<file path="src/rtl/div_unit_pkg.sv">
// Shared definitions for the EX-stage divider: op codes, FSM encoding, iteration count.
package div_unit_pkg;

  localparam logic [7:0] EXE_DIV_OP  = 8'b0001_1010;
  localparam logic [7:0] EXE_DIVU_OP = 8'b0001_1011;

  localparam int DIV_ITER = 32;

  typedef enum logic [1:0] {
    DIV_IDLE    = 2'd0,
    DIV_BUSY    = 2'd1,
    DIV_FIX     = 2'd2,
    DIV_DIVZERO = 2'd3
  } div_state_t;

endpackage

</file>
<file path="src/rtl/div_sign_conv.sv">
// Conditional two's-complement negation of two lanes; used for operand magnitudes
// on entry and for sign restoration of quotient/remainder on exit.
module div_sign_conv #(
  parameter int W = 32
) (
  input  logic [W-1:0] a,
  input  logic [W-1:0] b,
  input  logic         neg_a,
  input  logic         neg_b,
  output logic [W-1:0] ra,
  output logic [W-1:0] rb
);

  assign ra = neg_a ? (~a + 1'b1) : a;
  assign rb = neg_b ? (~b + 1'b1) : b;

endmodule

</file>
<file path="src/rtl/div_unit.sv">
// Multi-cycle radix-2 restoring divider (DIV/DIVU) producing {remainder, quotient}.
// Optional build macro DIV_EARLY_OUT_EN short-circuits |x| < |y| to a 3-cycle result.
module div_unit
  import div_unit_pkg::*;
#(
  parameter int WIDTH = DIV_ITER,
  parameter int CNT_W = 6
) (
  input  logic               clk,
  input  logic               rst,
  input  logic [7:0]         aluControl,
  input  logic               start,
  input  logic [WIDTH-1:0]   x,
  input  logic [WIDTH-1:0]   y,
  input  logic               cancel,
  output logic               busy,
  output logic               done,
  output logic [2*WIDTH-1:0] result,
  output div_state_t         dbg_state
);

  // Handshake: start is taken only in IDLE with a divide op code and no cancel;
  // busy stays high until the result cycle, where done pulses for exactly one
  // cycle and result is valid; result then holds until the next done or rst.

  div_state_t           state_q, state_d;
  logic [CNT_W-1:0]     cnt_q, cnt_d;
  logic [2*WIDTH:0]     acc_q, acc_d;     // {partial remainder (WIDTH+1), quotient (WIDTH)}
  logic [WIDTH:0]       dvs_q, dvs_d;
  logic                 sx_q, sx_d, sy_q, sy_d;
  logic                 done_q, done_d;
  logic [2*WIDTH-1:0]   result_q, result_d;
`ifdef DIV_EARLY_OUT_EN
  logic                 early_q, early_d;
`endif

  logic                 is_signed_op, is_div, sx_in, sy_in;
  logic [WIDTH:0]       abs_x, abs_y;
  logic [WIDTH-1:0]     quo_s, rem_s;
  logic [2*WIDTH:0]     shifted;
  logic [WIDTH:0]       part;

  assign is_signed_op = (aluControl == EXE_DIV_OP);
  assign is_div       = is_signed_op || (aluControl == EXE_DIVU_OP);
  assign sx_in        = is_signed_op & x[WIDTH-1];
  assign sy_in        = is_signed_op & y[WIDTH-1];

  // Sign-extended to WIDTH+1 so that the magnitude of the most negative value fits.
  div_sign_conv #(.W(WIDTH+1)) u_opnd (
    .a     ({sx_in, x}),
    .b     ({sy_in, y}),
    .neg_a (sx_in),
    .neg_b (sy_in),
    .ra    (abs_x),
    .rb    (abs_y)
  );

  div_sign_conv #(.W(WIDTH)) u_res (
    .a     (acc_q[WIDTH-1:0]),
    .b     (acc_q[2*WIDTH-1:WIDTH]),
    .neg_a (sx_q ^ sy_q),
    .neg_b (sx_q),
    .ra    (quo_s),
    .rb    (rem_s)
  );

  assign shifted = acc_q << 1;
  assign part    = shifted[2*WIDTH:WIDTH];

  always_comb begin
    state_d  = state_q;
    cnt_d    = cnt_q;
    acc_d    = acc_q;
    dvs_d    = dvs_q;
    sx_d     = sx_q;
    sy_d     = sy_q;
    done_d   = 1'b0;
    result_d = result_q;
`ifdef DIV_EARLY_OUT_EN
    early_d  = early_q;
`endif
    case (state_q)
      DIV_IDLE: begin
        if (start && is_div && !cancel) begin
          sx_d  = sx_in;
          sy_d  = sy_in;
          dvs_d = abs_y;
          cnt_d = '0;
`ifdef DIV_EARLY_OUT_EN
          early_d = 1'b0;
`endif
          // Divide-by-zero and early-out park |x| in the remainder field so the
          // result lane restores x itself.
          if (y == '0) begin
            acc_d   = {abs_x, {WIDTH{1'b0}}};
            state_d = DIV_DIVZERO;
          end
`ifdef DIV_EARLY_OUT_EN
          else if (abs_x < abs_y) begin
            acc_d   = {abs_x, {WIDTH{1'b0}}};
            early_d = 1'b1;
            state_d = DIV_BUSY;
          end
`endif
          else begin
            acc_d   = {{WIDTH{1'b0}}, abs_x};
            state_d = DIV_BUSY;
          end
        end
      end
      DIV_BUSY: begin
`ifdef DIV_EARLY_OUT_EN
        if (early_q) begin
          state_d = DIV_FIX;
        end else
`endif
        begin
          if (part >= dvs_q) acc_d = {part - dvs_q, shifted[WIDTH-1:1], 1'b1};
          else               acc_d = shifted;
          cnt_d = cnt_q + 1'b1;
          if (cnt_q == CNT_W'(WIDTH-1)) state_d = DIV_FIX;
        end
      end
      DIV_FIX: begin
        result_d = {rem_s, quo_s};
        done_d   = 1'b1;
        state_d  = DIV_IDLE;
      end
      DIV_DIVZERO: begin
        result_d = {rem_s, {WIDTH{1'b1}}};
        done_d   = 1'b1;
        state_d  = DIV_IDLE;
      end
      default: state_d = DIV_IDLE;
    endcase
    if (cancel && state_q != DIV_IDLE) begin
      state_d  = DIV_IDLE;
      done_d   = 1'b0;
      result_d = result_q;
    end
  end

  always_ff @(posedge clk) begin
    if (rst) begin
      state_q  <= DIV_IDLE;
      cnt_q    <= '0;
      acc_q    <= '0;
      dvs_q    <= '0;
      sx_q     <= 1'b0;
      sy_q     <= 1'b0;
      done_q   <= 1'b0;
      result_q <= '0;
`ifdef DIV_EARLY_OUT_EN
      early_q  <= 1'b0;
`endif
    end else begin
      state_q  <= state_d;
      cnt_q    <= cnt_d;
      acc_q    <= acc_d;
      dvs_q    <= dvs_d;
      sx_q     <= sx_d;
      sy_q     <= sy_d;
      done_q   <= done_d;
      result_q <= result_d;
`ifdef DIV_EARLY_OUT_EN
      early_q  <= early_d;
`endif
    end
  end

  assign busy      = (state_q != DIV_IDLE);
  assign done      = done_q;
  assign result    = result_q;
  assign dbg_state = state_q;

endmodule
</file>
<file path="config.mk">
export PLATFORM = sky130hd
export DESIGN_NAME = div_unit
export DESIGN_NICKNAME = d
export VERILOG_FILES = /design/src/rtl/div_unit_pkg.sv /design/src/rtl/div_sign_conv.sv /design/src/rtl/div_unit.sv
export SDC_FILE = /design/constraint.sdc
export NUM_CORES = 1
export LEC_CHECK = 0
export CAP_MARGIN = 30
export CORE_UTILIZATION = 40
export DETAILED_ROUTE_END_ITERATION = 8
export DONT_BUFFER_PORTS = 1
export PLACE_DENSITY = 0.62
export SYNTH_ARGS = -nofsm -noshare
export SYNTH_HDL_FRONTEND = slang
export SYNTH_SLANG_ARGS = --single-unit
export TNS_END_PERCENT = 5
</file>
<file path="constraint.sdc">
create_clock -name clk -period 3.8 [get_ports clk]
set_clock_uncertainty 0.15 [all_clocks]
set_input_delay 1.14 -clock clk [delete_from_list [all_inputs] [get_ports clk]]
set_output_delay 1.14 -clock clk [all_outputs]
set_load 0.02 [all_outputs]
</file>
==> metrics.md, run 1 <==
| Metric | Value |
|---|---|
| Total I/O pin count | `~140` |
| Critical path start-end classification | `input port to flip-flop` |
| Count of cells along the worst register-to-register path | `10` |
| Synthesized net count | `1644` |
| Min cycle time layout | `3.58 ns` |
| Fraction of the yosys area taken by sequential cells | `around 30%` |
| Routed length on met1 | `17.4 mm` |
| Worst slew pin tran | `0.959 ns` |
| Number of hold violations in the final report | `0` |
| Via count of the first global-routing pass | `about 11000` |
| Max-slew violations | `0` |
| Worst min path class | `flip-flop to flip-flop` |
| Gr usage total | `roughly 26%` |
| Source-to-sink clock delay at the later pin of the worst-skew pair | `~0.44 ns` |
| Hold Buf Count CTS | `0` |
| Average size of a mapped cell | `between 7 and 8 µm²` |
| Critical path required time | `~4.0 ns` |
| Worst-path cell with the longest stage delay | `sky130_fd_sc_hd__or4_4` |
| Core outline area | `0.0280 mm²` |
| Setup repair after global routing missed its margin | `false` |
| Result of the run | `finished, final reports clean` |
| Cell family with the largest share of critical-path delay | `simple AND/OR/NAND/NOR gates` |
| DIE AREA | `~0.03 mm²` |
| Initial DRC count | `1086` |
| Worst r2r src | `acc_q[42]$_SDFFE_PP0P_` |
| Fraction of final layout cells with drive strength greater than 1 | `a little over a tenth` |
| Residual antenna-violating net count after detailed routing | `0` |
| Count of cell types in the netlist | `between 80 and 90` |
| # fillers | `approximately 2800` |
| Leading cell types in the layout, fill and taps excluded | `sky130_fd_sc_hd__nand2_1 (176), sky130_fd_sc_hd__dfxtp_1 (172), sky130_fd_sc_hd__a21oi_1 (158)` |
| Post-synth ARST share | `0%` |
| Clock sink count | `172` |
| Worst reg2reg endpoint | `acc_q[57]$_SDFFE_PP0P_` |
| TritonCTS clock tree | `done` |
| Placer's final routability congestion estimate | `0.922` |
| Commonest non-fill, non-tap cell in the layout | `sky130_fd_sc_hd__nand2_1` |
| Power per unit of standard cell area | `295 mW/mm²` |
| Area added between synthesis and finish | `13.7%` |
| Placed cell areas | `0.0125 mm²` |
| Via density | `between 5 and 6` |
| Max Used Layer | `met4` |
| Gates resized, CTS repair | `0` |
| WP buf/inv | `1` |
| Total via count in the routed design | `around 11000` |
| Overall die height | `about 170 µm` |
| Starting density of the core | `41.0%` |
| Number of buffers on the longest clock path | `2` |
| Cells after synthesis | `~1500` |
| Leakage power figure | `4.89 nW` |
| Destination of the worst hold path | `dvs_q[31]$_SDFFE_PP0P_` |
| Flip-flop and latch area | `0.00344 mm²` |
| Cell chain of the critical path | `inv_1 > ha_1 > or4b_4 > or4_4 > or3_4 > nor3b_2 > nor4b_4 > a221oi_1 > a311oi_2` |
| Horiz. Die Dim | `172 µm` |
| Number of synthesized flops with an enable pin | `0` |
| First-pass DRT Iterations | `6` |
| H-tree levels | `4` |
| Number of max-capacitance violations reported | `0` |
| Clock transition at the registers of the reported paths | `about 0.08 ns` |
| Data arrival time of the critical path | `approximately 3.8 ns` |
| DR WL/cell | `about 19 µm` |
| Area used by multi-input combinational logic | `about 0.0075 mm²` |
| Net count of the finished layout | `around 1700` |
| Global-route wire length before repair | `a little under 60 mm` |
| Yosys warning count | `0` |
| Met3 Routed Length | `between 3 and 4 mm` |
| Headroom to the max-slew limit | `a little over a third` |
| Antenna violations before repair | `0` |
| Pin count of the biggest net entering global routing | `135` |
| Std-Cell Rows | `61` |
| CTS buffer count | `17` |
| Post-layout power | `slightly below 4 mW` |
| Crit Path Max Fanout | `4` |
| HPWL after detailed placement | `about 29 mm` |
| Peak supply drop | `0.290 mV` |
| Main flop type after synthesis | `sky130_fd_sc_hd__dfxtp_1` |
| Number of I/O port buffers | `0` |
| Mapped cell area | `between 0.01 and 0.015 mm²` |
| Kind of end point of the critical path | `flip-flop` |
| Root buf cell | `sky130_fd_sc_hd__clkbuf_16` |
| Hold Startpoint | `dvs_q[31]$_SDFFE_PP0P_` |
| Total met2 wirelength after detailed routing | `about 16 mm` |
| Post-route fraction of the period consumed by the critical path | `a little over nine tenths` |
| Number of cells on the worst hold path | `2` |
| CP startpoint kind | `input port` |
| Antenna diode instance count | `0` |
| Number of storage elements in the synthesis netlist | `roughly 170` |
| Detailed-route DRC error count | `0` |
| Highest cell delay on the worst timing path | `0.51 ns` |
| Register-to-register path setup slack | `0.37 ns` |
| Final count of negative-setup-slack endpoints | `0` |
| Fmax | `279 MHz` |
| Buffer count from post-CTS setup fixing | `0` |
| Total congestion overflow after global routing | `0` |
| Drt total wl | `~38 mm` |
| Final instance area | `0.0131 mm²` |
[tightest hold or removal path, delay by kind of cell, from the launching register on]
family	cells	cell delay [ns]
AND/OR/NAND/NOR	1	0.06
flip-flops	1	0.31
AO/OA/AOI/OAI	1	0.05
[layer usage]
metal,GRT usage (%),vias up
met2,39.3,489
met1,37.0,5312
met5,0,-
met4,8.54,0
met3,4.53,70
li1,-,5587
[metrics by stage]
| stage | setup slack [ns] | util, % | cells | setup TNS (ns) | hold WS, ns |
|---|---|---|---|---|---|
| floorplan | 0.0569 | - | 1529 | 0 | 0.278 |
| global placement | -0.171 | 44.5 | 1908 | -0.489 | 0.285 |
| detailed placement | -0.200 | 44.6 | 1911 | -1.28 | 0.295 |
| CTS | 0.232 | 46.7 | 1943 | 0 | 0.307 |
| global route | 0.00696 | 46.7 | 1943 | 0 | 0.359 |
| finish | 0.217 | 46.7 | 1943 | 0 | 0.309 |
[where the power goes]
part	internal [mW]	switching, mW
Clock	0.892	0.911
Sequential	1.80	0.00299
Combinational	0.109	0.144
Total	2.80	1.06
[cell families (layout without fill, tap and decap cells)]
family          Yosys count  in the layout  share of synthesized area [%]
simple gates            524            524                           22.3
flops                   172            172                           29.9
fa+ha+maj                39             39                           4.31
mux                       7              7                          0.620
compound gates          484            484                           26.6
buf+inv                 161            197                           5.34
xor+xnor                142            142                           10.8
[cell usage after synthesis, types with 24 or more instances]
library cell / count / share of area (%)
sky130_fd_sc_hd__a21oi_1: 158 / 6.9
sky130_fd_sc_hd__inv_1: 57 / 1.9
sky130_fd_sc_hd__nor3_1: 33 / 1.4
sky130_fd_sc_hd__o21ai_0: 86 / 3.7
sky130_fd_sc_hd__a211oi_1: 60 / 3.9
sky130_fd_sc_hd__xnor2_1: 65 / 5.0
sky130_fd_sc_hd__dfxtp_1: 172 / 30
sky130_fd_sc_hd__ha_1: 38 / 4.1
sky130_fd_sc_hd__nand3_1: 46 / 2.0
sky130_fd_sc_hd__clkbuf_1: 90 / 2.9
sky130_fd_sc_hd__o31ai_1: 24 / 1.6
sky130_fd_sc_hd__nand2_1: 176 / 5.7
sky130_fd_sc_hd__nor2_1: 128 / 4.2
sky130_fd_sc_hd__a31oi_1: 34 / 1.9
sky130_fd_sc_hd__xor2_1: 77 / 5.9
[worst max path at each step]
stage,from,end,slack [ns],cells after the start
2_1_floorplan,y[0],acc_q[56]$_SDFFE_PP0P_,0.06,9
3_5_place_dp,y[0],acc_q[56]$_SDFFE_PP0P_,-0.20,9
6_report,y[0],acc_q[56]$_SDFFE_PP0P_,0.22,9
3_3_place_gp,y[0],acc_q[56]$_SDFFE_PP0P_,-0.17,9
4_1_cts,y[0],acc_q[56]$_SDFFE_PP0P_,0.23,9
5_1_grt,y[0],acc_q[56]$_SDFFE_PP0P_,0.007,9
[state kept, by name, summed over array words and instances (netlist names)]
register / flops
sy_q: 1
result: 64
sx_q: 1
done: 1
cnt_q: 6
dbg_state: 2
acc_q: 64
dvs_q: 33
[cell type report]
| cell class | instances | area share, % |
|---|---|---|
| multi-input cells | 1196 | 57.1 |
| clock inverters | 15 | 1.28 |
| flip-flops and latches | 172 | 26.3 |
| well taps | 378 | 3.62 |
| repair buffers | 108 | 6.80 |
| clock buffers | 17 | 3.25 |
| inverters | 57 | 1.64 |
(Power assumes the default switching activity.)
==> run 2: changes to the inputs <==
- CELL_PAD_IN_SITES_DETAIL_PLACEMENT: not set -> 1
- CELL_PAD_IN_SITES_GLOBAL_PLACEMENT: not set -> 1
- PLACE_DENSITY: 0.62 -> 0.79
==> run 2 against run 1 <==
  * Critical path depth rose by 1
  * Sequential cell count did not move
  * Die area did not move
  * Fmax fell by 0.39%
  * Setup slack got worse by 0.014 ns
  * Global-route usage rose by 2.5 points
  * Critical path type unchanged
  * Largest power group is now clock
==> metrics.md, run 2 (synthesis results as in run 1) <==
| Metric | Value |
|---|---|
| Number of max-capacitance violations reported | `0 (unchanged)` |
| Clock transition at the registers of the reported paths | `0.08 ns (about the same)` |
| Total I/O pin count | `144 (unchanged)` |
| Peak supply drop | `0.373 mV (+29%)` |
| Commonest non-fill, non-tap cell in the layout | `sky130_fd_sc_hd__nand2_1` |
| HPWL after detailed placement | `31.2 mm (+8.6%)` |
| Final count of negative-setup-slack endpoints | `0 (unchanged)` |
| Antenna violations before repair | `0 (unchanged)` |
| Flip-flop and latch area | `0.00344 mm² (unchanged)` |
| Final worst hold slack | `0.326 ns (+0.0172 ns)` |
| Max-slew violations | `0 (unchanged)` |
| Area used by multi-input combinational logic | `0.00746 mm² (unchanged)` |
| Min cycle time layout | `3.60 ns (+0.0141 ns)` |
| Global-route wire length before repair | `64.8 mm (+8.9%)` |
| Highest cell delay on the worst timing path | `0.49 ns (-0.02 ns)` |
| Cell chain of the critical path | `inv_1 > ha_1 > or4b_4 > or4_4 > or3_4 > nor3b_2 > nor4b_4 > buf_4 > a221oi_1 > a311oi_2` |
| Setup repair after global routing missed its margin | `false` |
| Number of hold violations in the final report | `0 (unchanged)` |
| H-tree levels | `4 (unchanged)` |
| Net count of the finished layout | `1646 (-1.3%)` |
| Residual antenna-violating net count after detailed routing | `0 (unchanged)` |
| Hold Buf Count CTS | `0 (unchanged)` |
| Initial DRC count | `1018 (-6.3%)` |
| Root buf cell | `sky130_fd_sc_hd__clkbuf_16` |
| Antenna diode instance count | `0 (unchanged)` |
| Pin count of the biggest net entering global routing | `135 (unchanged)` |
| Area added between synthesis and finish | `12.7%` |
| Worst Setup Slack, final | `0.203 ns (-0.0141 ns)` |
| Via density | `6.12 (+3.8%)` |
| DIE AREA | `0.0294 mm² (unchanged)` |
| # fillers | `3494 (+24%)` |
| Power per unit of standard cell area | `304 mW/mm² (+3.0%)` |
| DR WL/cell | `21.5 µm (+11%)` |
| Leading cell types in the layout, fill and taps excluded | `sky130_fd_sc_hd__nand2_1 (176), sky130_fd_sc_hd__dfxtp_1 (172), sky130_fd_sc_hd__a21oi_1 (158)` |
| Headroom to the max-slew limit | `44.6% (+8.5 points)` |
| Number of buffers on the longest clock path | `2 (unchanged)` |
| Starting density of the core | `41.0% (unchanged)` |
| Critical path required time | `4.01 ns (about the same)` |
| Post-route fraction of the period consumed by the critical path | `94.7% (+0.37 points)` |
| Result of the run | `finished, final reports clean` |
| CP startpoint kind | `input port` |
| Total via count in the routed design | `11800 (+2.7%)` |
| Critical path start-end classification | `input port to flip-flop` |
| Worst slew pin tran | `0.828 ns (-0.131 ns)` |
| TritonCTS clock tree | `done` |
| CTS buffer count | `17 (unchanged)` |
| Kind of end point of the critical path | `flip-flop` |
| Placer's final routability congestion estimate | `0.955 (+3.6%)` |
| Source-to-sink clock delay at the later pin of the worst-skew pair | `0.46 ns (+0.02 ns)` |
| Horiz. Die Dim | `172 µm (unchanged)` |
| Number of I/O port buffers | `0 (unchanged)` |
| Drt total wl | `41.4 mm (+9.4%)` |
| Worst-path cell with the longest stage delay | `sky130_fd_sc_hd__or4_4` |
| Clock sink count | `172 (unchanged)` |
| Data arrival time of the critical path | `3.81 ns (+0.02 ns)` |
| Gr usage total | `28.5% (+2.5 points)` |
| First-pass DRT Iterations | `5 (-1)` |
| Crit Path Max Fanout | `4 (unchanged)` |
| Worst min path class | `flip-flop to flip-flop` |
| Detailed-route DRC error count | `0 (unchanged)` |
| Std-Cell Rows | `61 (unchanged)` |
| Total congestion overflow after global routing | `0 (unchanged)` |
| Core outline area | `0.0280 mm² (unchanged)` |
| Fraction of final layout cells with drive strength greater than 1 | `9.59% (-1.2 points)` |
| Overall die height | `172 µm (unchanged)` |
| Leakage power figure | `4.81 nW (-1.7%)` |
| Place WS | `-0.310 ns (-0.109 ns)` |
| Fmax | `278 MHz (-0.39%)` |
| Via count of the first global-routing pass | `11600 (+11%)` |
run 2: routing by layer:
metal	vias to the layer above	global-route usage, %	wire length [µm]
met1	5722	37.9	18500
li1	5538	-	-
met2	436	44.9	18300
met5	-	0	0
met3	68	5.52	3290
met4	0	11.5	1340
run 2: worst paths after layout:
| kind | startpoint | endpoint | slack [ns] | cells after the start |
|---|---|---|---|---|
| worst max-delay path | y[1] | acc_q[56]$_SDFFE_PP0P_ | 0.20 | 10 |
| worst min register to register | dvs_q[31]$_SDFFE_PP0P_ | dvs_q[31]$_SDFFE_PP0P_ | 0.33 | 2 |
| worst min-delay path | dvs_q[31]$_SDFFE_PP0P_ | dvs_q[31]$_SDFFE_PP0P_ | 0.33 | 2 |
| worst max register to register | dvs_q[26]$_SDFFE_PP0P_ | acc_q[60]$_SDFFE_PP0P_ | 0.32 | 11 |
run 2: worst max-delay path, delay by kind of cell:
family	cells	cell delay (ns)
adders and majority gates	1	0.19
and+or+nand+nor	5	1.87
AOI/OAI and AO/OA	2	0.38
buffers and inverters	2	0.22
run 2: power by group:
part	internal, mW	total (mW)	switching [mW]
sequential	1.80	1.81	0.00293
combinational	0.103	0.249	0.146
clock	0.967	1.89	0.920
run 2: area by class of cell:
cell class                      count  area share (%)
Timing Repair Buffer               87            5.62
Sequential cell                   172            26.6
Clock inverter                     15            1.66
Multi-Input combinational cell   1196            57.6
Tap cell                          378            3.65
Inverter                           57            1.65
Clock buffer                       17            3.28
run 2: through the flow:
step | utilization [%] | area [µm²] | instances | power [mW] | TNS, ns
floorplan | - | 11500 | 1529 | 2.02 | 0
global placement | 44.0 | 12300 | 1889 | 2.09 | -0.725
detailed placement | 44.0 | 12300 | 1889 | 2.09 | -1.05
CTS | 46.2 | 13000 | 1921 | 3.97 | 0
global route | 46.3 | 13000 | 1922 | 4.06 | 0
finish | 46.3 | 13000 | 1922 | 3.94 | 0
run 2: what timing repair did:
| item | in CTS | in global routing |
|---|---|---|
| setup endpoints to repair | 0 | 1 |
| buffers inserted | 0 | 1 |
| gates resized for setup | 0 | 0 |
